**src/rtl/pwm_ctrl_pkg.sv**
```systemverilog
// ----------------------------------------------------------------------------
// pwm_ctrl_pkg : shared state encoding and default sizing for the ramp control
// Rev 1.0
// ----------------------------------------------------------------------------
`default_nettype none

package pwm_ctrl_pkg;

  localparam int DUTY_W_DEF   = 8;
  localparam int DUTY_MAX_DEF = 100;
  localparam int STEP_DEF     = 5;

  typedef enum logic [1:0] {
    IDLE      = 2'd0,
    RAMP_UP   = 2'd1,
    RUN       = 2'd2,
    RAMP_DOWN = 2'd3
  } state_t;

endpackage

`default_nettype wire

```
**src/rtl/ramp_tick.sv**
```systemverilog
// ----------------------------------------------------------------------------
// ramp_tick : free-running prescaler, one-cycle tick every RAMP_DIV clocks
// Rev 1.0
// ----------------------------------------------------------------------------
`default_nettype none

module ramp_tick #(
  parameter int RAMP_DIV = 500000
) (
  input  logic clk,
  input  logic rst,
  input  logic clear,
  output logic tick
);

  localparam int CNT_W = $clog2(RAMP_DIV);
  localparam logic [CNT_W-1:0] c_last = CNT_W'(RAMP_DIV - 1);

  logic [CNT_W-1:0] r_count;

  always_ff @(posedge clk) begin
    if (rst || clear) begin
      r_count <= '0;
    end else if (r_count == c_last) begin
      r_count <= '0;
    end else begin
      r_count <= r_count + 1'b1;
    end
  end

  assign tick = (r_count == c_last);

endmodule

`default_nettype wire

```
**src/rtl/pwm_ramp_ctrl.sv**
```systemverilog
// ----------------------------------------------------------------------------
// pwm_ramp_ctrl : soft-start/stop sequencer slewing applied duty toward target
// Rev 1.0
// ----------------------------------------------------------------------------
`default_nettype none

module pwm_ramp_ctrl
  import pwm_ctrl_pkg::*;
#(
  parameter int DUTY_W         = DUTY_W_DEF,
  parameter int DUTY_MAX       = DUTY_MAX_DEF,
  parameter int STEP           = STEP_DEF,
  parameter int DEFAULT_TARGET = 50,
  parameter int RAMP_DIV       = 500000
) (
  input  logic              clk,
  input  logic              rst,
  input  logic              swt_increase,
  input  logic              swt_decrease,
  input  logic              swt_start_stop,
  output logic [DUTY_W-1:0] duty_out,
  output logic [DUTY_W-1:0] target_out,
  output logic              motor_running,
  output logic              ramping
);

  localparam logic [DUTY_W-1:0] c_step      = DUTY_W'(STEP);
  localparam logic [DUTY_W-1:0] c_max       = DUTY_W'(DUTY_MAX);
  localparam logic [DUTY_W-1:0] c_default   = DUTY_W'(DEFAULT_TARGET);
  localparam logic [DUTY_W-1:0] c_inc_limit = DUTY_W'(DUTY_MAX - STEP);

  state_t            r_state;
  state_t            w_state_next;
  logic [DUTY_W-1:0] r_duty;
  logic [DUTY_W-1:0] r_target;
  logic [DUTY_W-1:0] w_goal;
  logic              w_clear;
  logic              w_tick;

  always_ff @(posedge clk) begin
    if (rst) begin
      r_state <= IDLE;
    end else begin
      r_state <= w_state_next;
    end
  end

  // start_stop is tested first so it wins over the duty-equality exits
  always_comb begin
    w_state_next = r_state;
    case (r_state)
      IDLE: begin
        if (swt_start_stop) w_state_next = RAMP_UP;
      end
      RAMP_UP: begin
        if (swt_start_stop)         w_state_next = RAMP_DOWN;
        else if (r_duty == r_target) w_state_next = RUN;
      end
      RUN: begin
        if (swt_start_stop) w_state_next = RAMP_DOWN;
      end
      RAMP_DOWN: begin
        if (swt_start_stop)   w_state_next = RAMP_UP;
        else if (r_duty == '0) w_state_next = IDLE;
      end
      default: w_state_next = IDLE;
    endcase
  end

  // Restart the slew interval on every state change so each phase starts clean
  assign w_clear = (r_state == IDLE) || (w_state_next != r_state);

  ramp_tick #(
    .RAMP_DIV(RAMP_DIV)
  ) u_ramp_tick (
    .clk  (clk),
    .rst  (rst),
    .clear(w_clear),
    .tick (w_tick)
  );

  always_ff @(posedge clk) begin
    if (rst) begin
      r_target <= c_default;
    end else if (swt_increase && !swt_decrease) begin
      r_target <= (r_target >= c_inc_limit) ? c_max : r_target + c_step;
    end else if (swt_decrease && !swt_increase) begin
      r_target <= (r_target < c_step) ? '0 : r_target - c_step;
    end
  end

  assign w_goal = (r_state == RAMP_DOWN) ? '0 : r_target;

  always_ff @(posedge clk) begin
    if (rst || (r_state == IDLE)) begin
      r_duty <= '0;
    end else if (w_tick) begin
      if (r_duty < w_goal) begin
        r_duty <= r_duty + 1'b1;
      end else if (r_duty > w_goal) begin
        r_duty <= r_duty - 1'b1;
      end
    end
  end

  assign duty_out      = r_duty;
  assign target_out    = r_target;
  assign motor_running = (r_state != IDLE);
  assign ramping       = (r_state != IDLE) && (r_duty != w_goal);

endmodule

`default_nettype wire
```
**config.mk**
```make
export PLATFORM = sky130hd
export DESIGN_NAME = pwm_ramp_ctrl
export DESIGN_NICKNAME = d
export VERILOG_FILES = /design/src/rtl/pwm_ctrl_pkg.sv /design/src/rtl/ramp_tick.sv /design/src/rtl/pwm_ramp_ctrl.sv
export SDC_FILE = /design/constraint.sdc
export NUM_CORES = 1
export LEC_CHECK = 0
export BUFFER_PORTS_ARGS = -buffer_cell sky130_fd_sc_hd__buf_2
export CAP_MARGIN = 20
export CORE_UTILIZATION = 59
export CTS_BUF_LIST = sky130_fd_sc_hd__clkbuf_16
export DETAILED_ROUTE_END_ITERATION = 10
export GPL_TIMING_DRIVEN = 0
export PLACE_DENSITY_LB_ADDON = 0.08
export SLEW_MARGIN = 30
export SYNTH_ARGS = -nofsm -noshare
export SYNTH_HDL_FRONTEND = slang
export SYNTH_SLANG_ARGS = --single-unit
```
**constraint.sdc**
```tcl
create_clock -name clk -period 4.2 [get_ports clk]
set_input_delay 0.84 -clock clk [delete_from_list [all_inputs] [get_ports clk]]
set_output_delay 0.84 -clock clk [all_outputs]
set_load 0.005 [all_outputs]
```
==> results_dict.tcl, run 1 <==
set metrics [dict create \
    outcome "completed" \
    maxSlewHeadroom 0.606 \
    hold_path_class "reg -> reg" \
    num_vias 2188 \
    worstRegToRegCells 14 \
    overflow 0 \
    clkTransAtPathRegs_ps 60 \
    crit_fanout 10 \
    wl_mm 5.30 \
    start_util 0.615 \
    synth_ff_type "dfxtp_1" \
    arrival_ps 4000 \
    drtIter0Drc 94 \
    cts_sinks 37 \
    htree_num_levels 2 \
    cts_buffers 5 \
    cts_tree "done" \
    hold_depth 1 \
    r2r_end "duty_out[7]" \
    max_cap_violations 0 \
    avgViaCountPerCell 5.73 \
    startpoint "target_out[3]" \
    synthCells 303 \
    gp_congestion 0.912 \
    final_common_cell "dfxtp_1" \
    yosysSeqAreaShare 0.301 \
    design_area_mm2 0.00277 \
    die_area_mm2 0.00443 \
    clk_latency_ps 280 \
    nNetsFinal 356 \
    rsz0062_at_grt "no" \
    ff2ff_setup_slack_ps 380 \
    setup_slack_ps 376 \
    cp-start-kind "register" \
    grtUsageTotal 0.268 \
    rows 23 \
    fmax_ghz 0.261 \
    ys_types 51 \
    post-dp-hpwl_mm 3.80 \
    place_area_mm2 0.00263 \
    final_core_util 0.692 \
    worst_clock_skew_ps 7.54 \
    tns_ps 0 \
    io_pins 23 \
    place_ws_ps 380 \
    critPathKind "reg -> reg" \
    period_needed_ps 3820 \
    synth_warnings 0 \
    synthArstFlopShare 0 \
    layout_common_cells "37 x dfxtp_1, 34 x nor2_1, 27 x buf_2" \
    final.period_utilization 0.911 \
    drive_gt1_frac 0.157 \
    worst_slew_pin_slew_ps 588 \
    ys_seq_elements 37 \
    vdd_ir_drop_max_mv 0.208 \
    hold_viol 0 \
    pwr_density_cell_mw_per_mm2 319 \
    grt_pass1_vias 2069 \
    drv_slew 0 \
    grt_pass1_wl_mm 8.98 \
    setup_viol 0 \
    hold_buffers 0 \
    required_ps 4370 \
    synth_edf_count 0 \
    die_w_um 66.6 \
    diodes 0 \
    grt_antenna_before_repair 0 \
    p_leak_nw 1.26 \
    area_growth_pct 12.6 \
    cp-endpoint "duty_out[7]" \
    route.detailed.drc 0 \
    syn-num-nets 327 \
    ant_nets 0 \
    timing.rr.start "target_out[3]" \
    grt_max_degree 12 \
    synth.cell_area_mm2 0.00246 \
    clk_path_buf_depth 2 \
    clockRootBuffer "clkbuf_16" \
    avgSynthCellArea_um2 8.11 \
    drtPass1Iterations 4 \
    die_h_um 66.6 \
    wire_per_inst_um 13.9 \
    coreArea_mm2 0.00400 \
    end_kind "register" \
    io_buffers 22 \
]
-- cell families (layout without fill, tap and decap cells) --
kind of cell / count (synthesis) / after routing / share of synthesized area
flip-flops: 37 / 37 / 0.301
AND/OR/NAND/NOR: 120 / 120 / 0.252
buffers and inverters: 27 / 56 / 0.0499
adder cells (fa/ha/maj): 19 / 19 / 0.0997
XOR/XNOR: 35 / 35 / 0.125
AO/OA/AOI/OAI: 59 / 59 / 0.148
multiplexers: 6 / 6 / 0.0244
-- worst max-delay path, cell delays in order (launching register included) --
cell and delay (ps):
dfxtp_1 370, clkbuf_1 370, nand2_1 150, ha_1 340, and3_1 170, a221o_1 360
a21oi_1 230, inv_1 200, ha_1 330, a211oi_1 270, o311ai_1 180, o31ai_1 280
xnor2_1 130, o21a_1 180, o21ba_1 170
-- cell usage after synthesis, types with 3 or more instances --
library cell | number | area, um2
nand4_1 | 5 | 31.3
dfxtp_1 | 37 | 741
o21ai_0 | 12 | 60.1
nand3_1 | 13 | 65.1
inv_1 | 12 | 45.0
xor2_1 | 23 | 201
buf_2 | 5 | 25.0
nor2_1 | 34 | 128
a21o_1 | 3 | 22.5
nor3_1 | 7 | 35.0
ha_1 | 18 | 225
nand2_1 | 23 | 86.3
clkbuf_1 | 6 | 22.5
nand2b_1 | 4 | 25.0
and3_1 | 5 | 31.3
nor2_2 | 11 | 68.8
a22oi_1 | 4 | 30.0
mux2i_1 | 6 | 60.1
a21oi_1 | 22 | 110
xnor2_1 | 12 | 105
-- stage by stage --
step | hold slack [ps] | std cells | power (mW)
after floorplan | 439 | 303 | 0.489
after global placement | 459 | 375 | 0.526
after detailed placement | 464 | 375 | 0.528
after CTS | 477 | 382 | 0.888
after global routing | 508 | 382 | 0.926
final | 472 | 382 | 0.884
-- what timing repair did --
action,4_1_cts,5_1_grt
buffers inserted,0,0
endpoints found under the setup margin,0,1
gates resized for setup,0,1
-- flip-flops by register name (all words and copies together) (netlist names) --
| name | count |
|---|---|
| r_state | 2 |
| u_ramp_tick.r_count | 19 |
| target_out | 8 |
| duty_out | 8 |
-- power breakdown --
part	switching (mW)	internal (mW)
clock network	0.145	0.214
registers	0.0127	0.362
logic	0.0895	0.0611
total	0.247	0.637
-- worst min path at each step --
stage / startpoint / slack (ps) / end
after floorplan: u_ramp_tick.r_count[0] / 440 / u_ramp_tick.r_count[0]
after global placement: u_ramp_tick.r_count[0] / 460 / u_ramp_tick.r_count[0]
after detailed placement: u_ramp_tick.r_count[0] / 460 / u_ramp_tick.r_count[0]
after CTS: u_ramp_tick.r_count[0] / 480 / u_ramp_tick.r_count[0]
after global routing: u_ramp_tick.r_count[0] / 510 / u_ramp_tick.r_count[0]
final: u_ramp_tick.r_count[0] / 470 / u_ramp_tick.r_count[0]
-- final cells by class --
type / count / area, um2
Sequential cell: 37 / 741
Timing Repair Buffer: 22 / 110
Clock inverter: 2 / 11.3
Tap cell: 50 / 62.6
Fill cell: 355 / 1230
Inverter: 14 / 52.6
Buffer: 13 / 70.1
Clock buffer: 5 / 125
Multi-Input combinational cell: 239 / 1600
-- per-layer routing --
layer / wire (um) / GRT usage / vias to the layer above / part of all wire
met5: 0 / 0 / - / 0
met4: 68 / 0.101 / 0 / 0.013
met3: 245 / 0.0548 / 7 / 0.046
met2: 2640 / 0.479 / 56 / 0.50
met1: 2350 / 0.310 / 1009 / 0.44
li1: - / - / 1116 / -
(Power assumes the default switching activity.)
==> run 2, diff against run 1 <==
- BUFFER_PORTS_ARGS: -buffer_cell sky130_fd_sc_hd__buf_2 -> default
- CORE_UTILIZATION: 59 -> 63
- DONT_BUFFER_PORTS: default -> 1
==> results_dict.tcl, run 2 (synthesis gave the netlist of run 1 again) <==
set metrics [dict create \
    area_growth_pct 9.21 \
    io_pins 23 \
    drv_slew 0 \
    worst_slew_pin_slew_ps 555 \
    pwr_density_cell_mw_per_mm2 347 \
    diodes 0 \
    timing.rr.start "target_out[3]" \
    die_area_mm2 0.00416 \
    rsz0062_at_grt "no" \
    gp_congestion 0.887 \
    clk_latency_ps 270 \
    worstHoldStart "u_ramp_tick.r_count[0]" \
    hold_path_class "reg -> reg" \
    cts_resized 0 \
    arrival_ps 3940 \
    wl_mm 5.12 \
    end_kind "register" \
    multi_input_area_mm2 0.00160 \
    outcome "completed" \
    hold_viol 0 \
    critPathKind "reg -> reg" \
    num_vias 2139 \
    clk_path_buf_depth 2 \
    drtPass1Iterations 4 \
    drtIter0Drc 110 \
    final.period_utilization 0.898 \
    nNetsFinal 334 \
    tns_ps 0 \
    start_util 0.667 \
    hold_buffers 0 \
    coreArea_mm2 0.00369 \
    die_w_um 64.5 \
    grt_antenna_before_repair 0 \
    die_h_um 64.5 \
    cts_tree "done" \
    htree_num_levels 2 \
    cp-start-kind "register" \
    avgViaCountPerCell 5.96 \
    largest-register "u_ramp_tick.r_count" \
    seq_area_um2 741 \
    vdd_ir_drop_max_mv 0.217 \
    clockRootBuffer "clkbuf_16" \
    route.detailed.drc 0 \
    ant_nets 0 \
    cts_buffers 5 \
    p_leak_nw 1.17 \
    largest_reg_flops 19 \
    layout_common_cells "37 x dfxtp_1, 34 x nor2_1, 23 x nand2_1, 23 x xor2_1, 22 x a21oi_1" \
    startpoint "target_out[3]" \
    post-dp-hpwl_mm 3.70 \
    cts_setup_buffers 0 \
    max_cap_violations 0 \
    place_ws_ps 302 \
    grt_pass1_vias 2092 \
    setup_slack_ps 428 \
    fmax_ghz 0.265 \
    crit_chain "clkbuf_1, nand2_1, ha_1, and3_1, a221o_1, a21oi_1, inv_1, ha_1, nand2_1, o311ai_1, o31ai_1, xnor2_1, o21a_1, o21ba_1" \
    crit_slowest_cell "o311ai_1" \
    setup_viol 0 \
    io_buffers 0 \
    period_needed_ps 3770 \
    worst_clock_skew_ps 4.15 \
    crit_fanout 10 \
    rows 22 \
    final_common_cell "dfxtp_1" \
    clkTransAtPathRegs_ps 60 \
    overflow 0 \
    grtUsageTotal 0.274 \
    drive_gt1_frac 0.0997 \
    maxSlewHeadroom 0.628 \
    grt_max_degree 13 \
    wire_per_inst_um 14.3 \
    n_fill_cell 320 \
    required_ps 4370 \
    slowest_delay_ps 450 \
    cts_sinks 37 \
    grt_pass1_wl_mm 9.09 \
    final_core_util 0.728 \
]
run 2: changes by cell type in the layout (fill, tap and decap cells not counted):
cell	change
buf_2	-22
bufinv_16	+1
run 2: worst paths after layout:
check	to	slack, ps	cells after the start
max	duty_out[7]	430	14
min	u_ramp_tick.r_count[0]	480	1
max reg2reg	duty_out[7]	430	14
min reg2reg	u_ramp_tick.r_count[0]	480	1
run 2: worst max-delay path, delay by kind of cell (launching register included):
| family | cells | cell delay (ps) |
|---|---|---|
| buffers and inverters | 2 | 540 |
| adders and majority gates | 2 | 680 |
| and+or+nand+nor | 3 | 360 |
| AOI/OAI and AO/OA | 6 | 1530 |
| xor gates and xnor gates | 1 | 160 |
| DFF | 1 | 400 |
run 2: layout make-up:
class | count | area share
plain buffers | 13 | 0.0261
clock buffers | 5 | 0.0466
clock inverters | 3 | 0.0154
inverters | 14 | 0.0196
multi-input cells | 239 | 0.594
flip-flops and latches | 37 | 0.276
well taps | 48 | 0.0224
run 2: power by group:
part	switching [mW]	internal (mW)
sequential	0.0161	0.362
combinational	0.0822	0.0530
clock	0.142	0.278
run 2: per-stage QoR:
stage | power, mW | instance area (um2) | cells | hold WS (ps)
after CTS | 0.937 | 2690 | 359 | 485
after floorplan | 0.489 | 2460 | 303 | 439
after global placement | 0.515 | 2520 | 351 | 455
after detailed placement | 0.517 | 2520 | 351 | 471
after global routing | 0.976 | 2690 | 359 | 519
final | 0.933 | 2690 | 359 | 480
run 2: routing by layer:
layer / vias up / global-route usage / wire length [um]
met4: 0 / 0.0917 / 51
met5: - / 0 / 0
met2: 56 / 0.466 / 2460
met1: 1004 / 0.339 / 2340
met3: 8 / 0.0634 / 266
li1: 1071 / - / -
==> run 3, diff against run 2 <==
- CORE_UTILIZATION: 63 -> 30
==> results_dict.tcl, run 3 (synthesis gave the netlist of run 1 again) <==
set metrics [dict create \
    outcome "completed" \
    n_fill_cell 842 \
    num_vias 2042 \
    clk_latency_ps 280 \
    design_area_mm2 0.00276 \
    fmax_ghz 0.262 \
    area_growth_pct 12.2 \
    layout_common_cells "37 x dfxtp_1, 34 x nor2_1, 23 x nand2_1, 23 x xor2_1, 22 x a21oi_1" \
    use_met3 0.0402 \
    post-dp-hpwl_mm 4.27 \
    drv_slew 0 \
    grtUsageTotal 0.142 \
    tns_ps 0 \
    final.period_utilization 0.910 \
    end_kind "register" \
    cts_tree "done" \
    pwr-share-comb 0.144 \
    die_h_um 92.5 \
    max_cap_violations 0 \
    slowest_delay_ps 410 \
    start_util 0.315 \
    p_leak_nw 1.17 \
    wl_mm 5.69 \
    wire_per_inst_um 13.8 \
    clockRootBuffer "clkbuf_16" \
    crit_top_cell "ha_1" \
    final_common_cell "dfxtp_1" \
    nNetsFinal 334 \
    required_ps 4380 \
    p_total_mw 0.950 \
    overflow 0 \
    die_area_mm2 0.00856 \
    place_area_mm2 0.00259 \
    hold_viol 0 \
    switching_power_mw 0.254 \
    rows 32 \
    clkTransAtPathRegs_ps 60 \
    drtPass1Iterations 4 \
    grt_antenna_before_repair 0 \
    htree_num_levels 2 \
    io_buffers 0 \
    route.detailed.drc 0 \
    rsz0062_at_grt "no" \
    crit_chain "clkbuf_1, nand2_1, ha_1, and3_1, a221o_1, a21oi_1, inv_1, ha_1, a211oi_1, o311ai_1, o31ai_1, xnor2_1, o21a_1, o21ba_1" \
    final_core_util 0.353 \
    pwr_density_cell_mw_per_mm2 344 \
    drtIter0Drc 68 \
    grt_use_met1 0.183 \
    gp_congestion 0.773 \
    largest-register "u_ramp_tick.r_count" \
    crit_slowest_cell "dfxtp_1" \
    clkPwrFrac 0.459 \
    ant_nets 0 \
    grt_pass1_wl_mm 9.69 \
    hold_path_class "reg -> reg" \
    worstRegToRegCells 14 \
    cts_setup_buffers 0 \
    p_sw_frac 0.268 \
    avgViaCountPerCell 4.94 \
    clk_path_buf_depth 2 \
    coreArea_mm2 0.00781 \
    power_frac_seq 0.398 \
    drive_gt1_frac 0.103 \
    die_w_um 92.5 \
    maxSlewHeadroom 0.609 \
    busiest_layer "met2" \
    largest_reg_flops 19 \
    arrival_ps 4000 \
    diodes 0 \
    cellInternalPower_mw 0.696 \
    cp-start-kind "register" \
    cts_sinks 37 \
    hold_depth 1 \
    setup_viol 0 \
    cts_buffers 5 \
    critPathKind "reg -> reg" \
    grt_max_degree 14 \
    vdd_ir_drop_max_mv 0.158 \
    met2_usage 0.232 \
    io_pins 23 \
    crit_fanout 10 \
    grt_pass1_vias 1977 \
    worst_slew_pin_slew_ps 584 \
    worst_clock_skew_ps 6.18 \
    period_needed_ps 3820 \
]
## run 3: cell types whose count changed in the layout (fill, tap and decap cells not counted)
cell and delta:
clkinv_1 -1, clkinv_4 +1
## run 3: metal layers
| metal | vias to the layer above | wire (um) |
|---|---|---|
| met5 | - | 0 |
| met4 | 0 | 54 |
| met3 | 4 | 257 |
| met2 | 23 | 2630 |
| met1 | 944 | 2750 |
| li1 | 1071 | - |
## run 3: power by group through the flow
stage	combinational (mW)	sequential, mW	clock [mW]
floorplan	0.109	0.380	0
global placement	0.138	0.386	0
detailed placement	0.136	0.386	0
CTS	0.137	0.378	0.452
global route	0.155	0.379	0.471
finish	0.136	0.378	0.436
## run 3: cell type report
cell class                      instances  area [um2]  share of cell area
Multi-Input combinational cell        239        1600               0.578
Clock buffer                            5         125              0.0454
Inverter                               14        52.6              0.0191
Buffer                                 13        70.1              0.0254
Tap cell                              102         128              0.0463
Clock inverter                          3        46.3              0.0168
Sequential cell                        37         741               0.269
## run 3: final timing paths
kind / start / end / slack (ps)
worst max-delay path: target_out[3] / duty_out[7] / 380
worst min-delay path: u_ramp_tick.r_count[0] / u_ramp_tick.r_count[0] / 470
worst max register to register: target_out[3] / duty_out[7] / 380
worst min register to register: u_ramp_tick.r_count[0] / u_ramp_tick.r_count[0] / 470
## run 3: worst max-delay path, delay by kind of cell, from the launching register on
| family | cells | cell delay (ps) |
|---|---|---|
| AOI/OAI and AO/OA | 7 | 1710 |
| adders and majority gates | 2 | 640 |
| buffers and inverters | 2 | 570 |
| DFF | 1 | 410 |
| and+or+nand+nor | 2 | 270 |
| xor gates and xnor gates | 1 | 130 |
## run 3: timing repair
action / in CTS / in global routing
resized for setup: 0 / 1
hold buffers: 0 / 0
endpoints found under the hold margin: 0 / 0
endpoints found under the setup margin: 0 / 1
## run 3: through the flow
stage,worst slack [ps],instances,hold WS (ps)
after floorplan,753,303,439
after global placement,167,405,458
after detailed placement,250,405,458
after CTS,212,413,475
after global routing,70.1,413,487
final,377,413,468
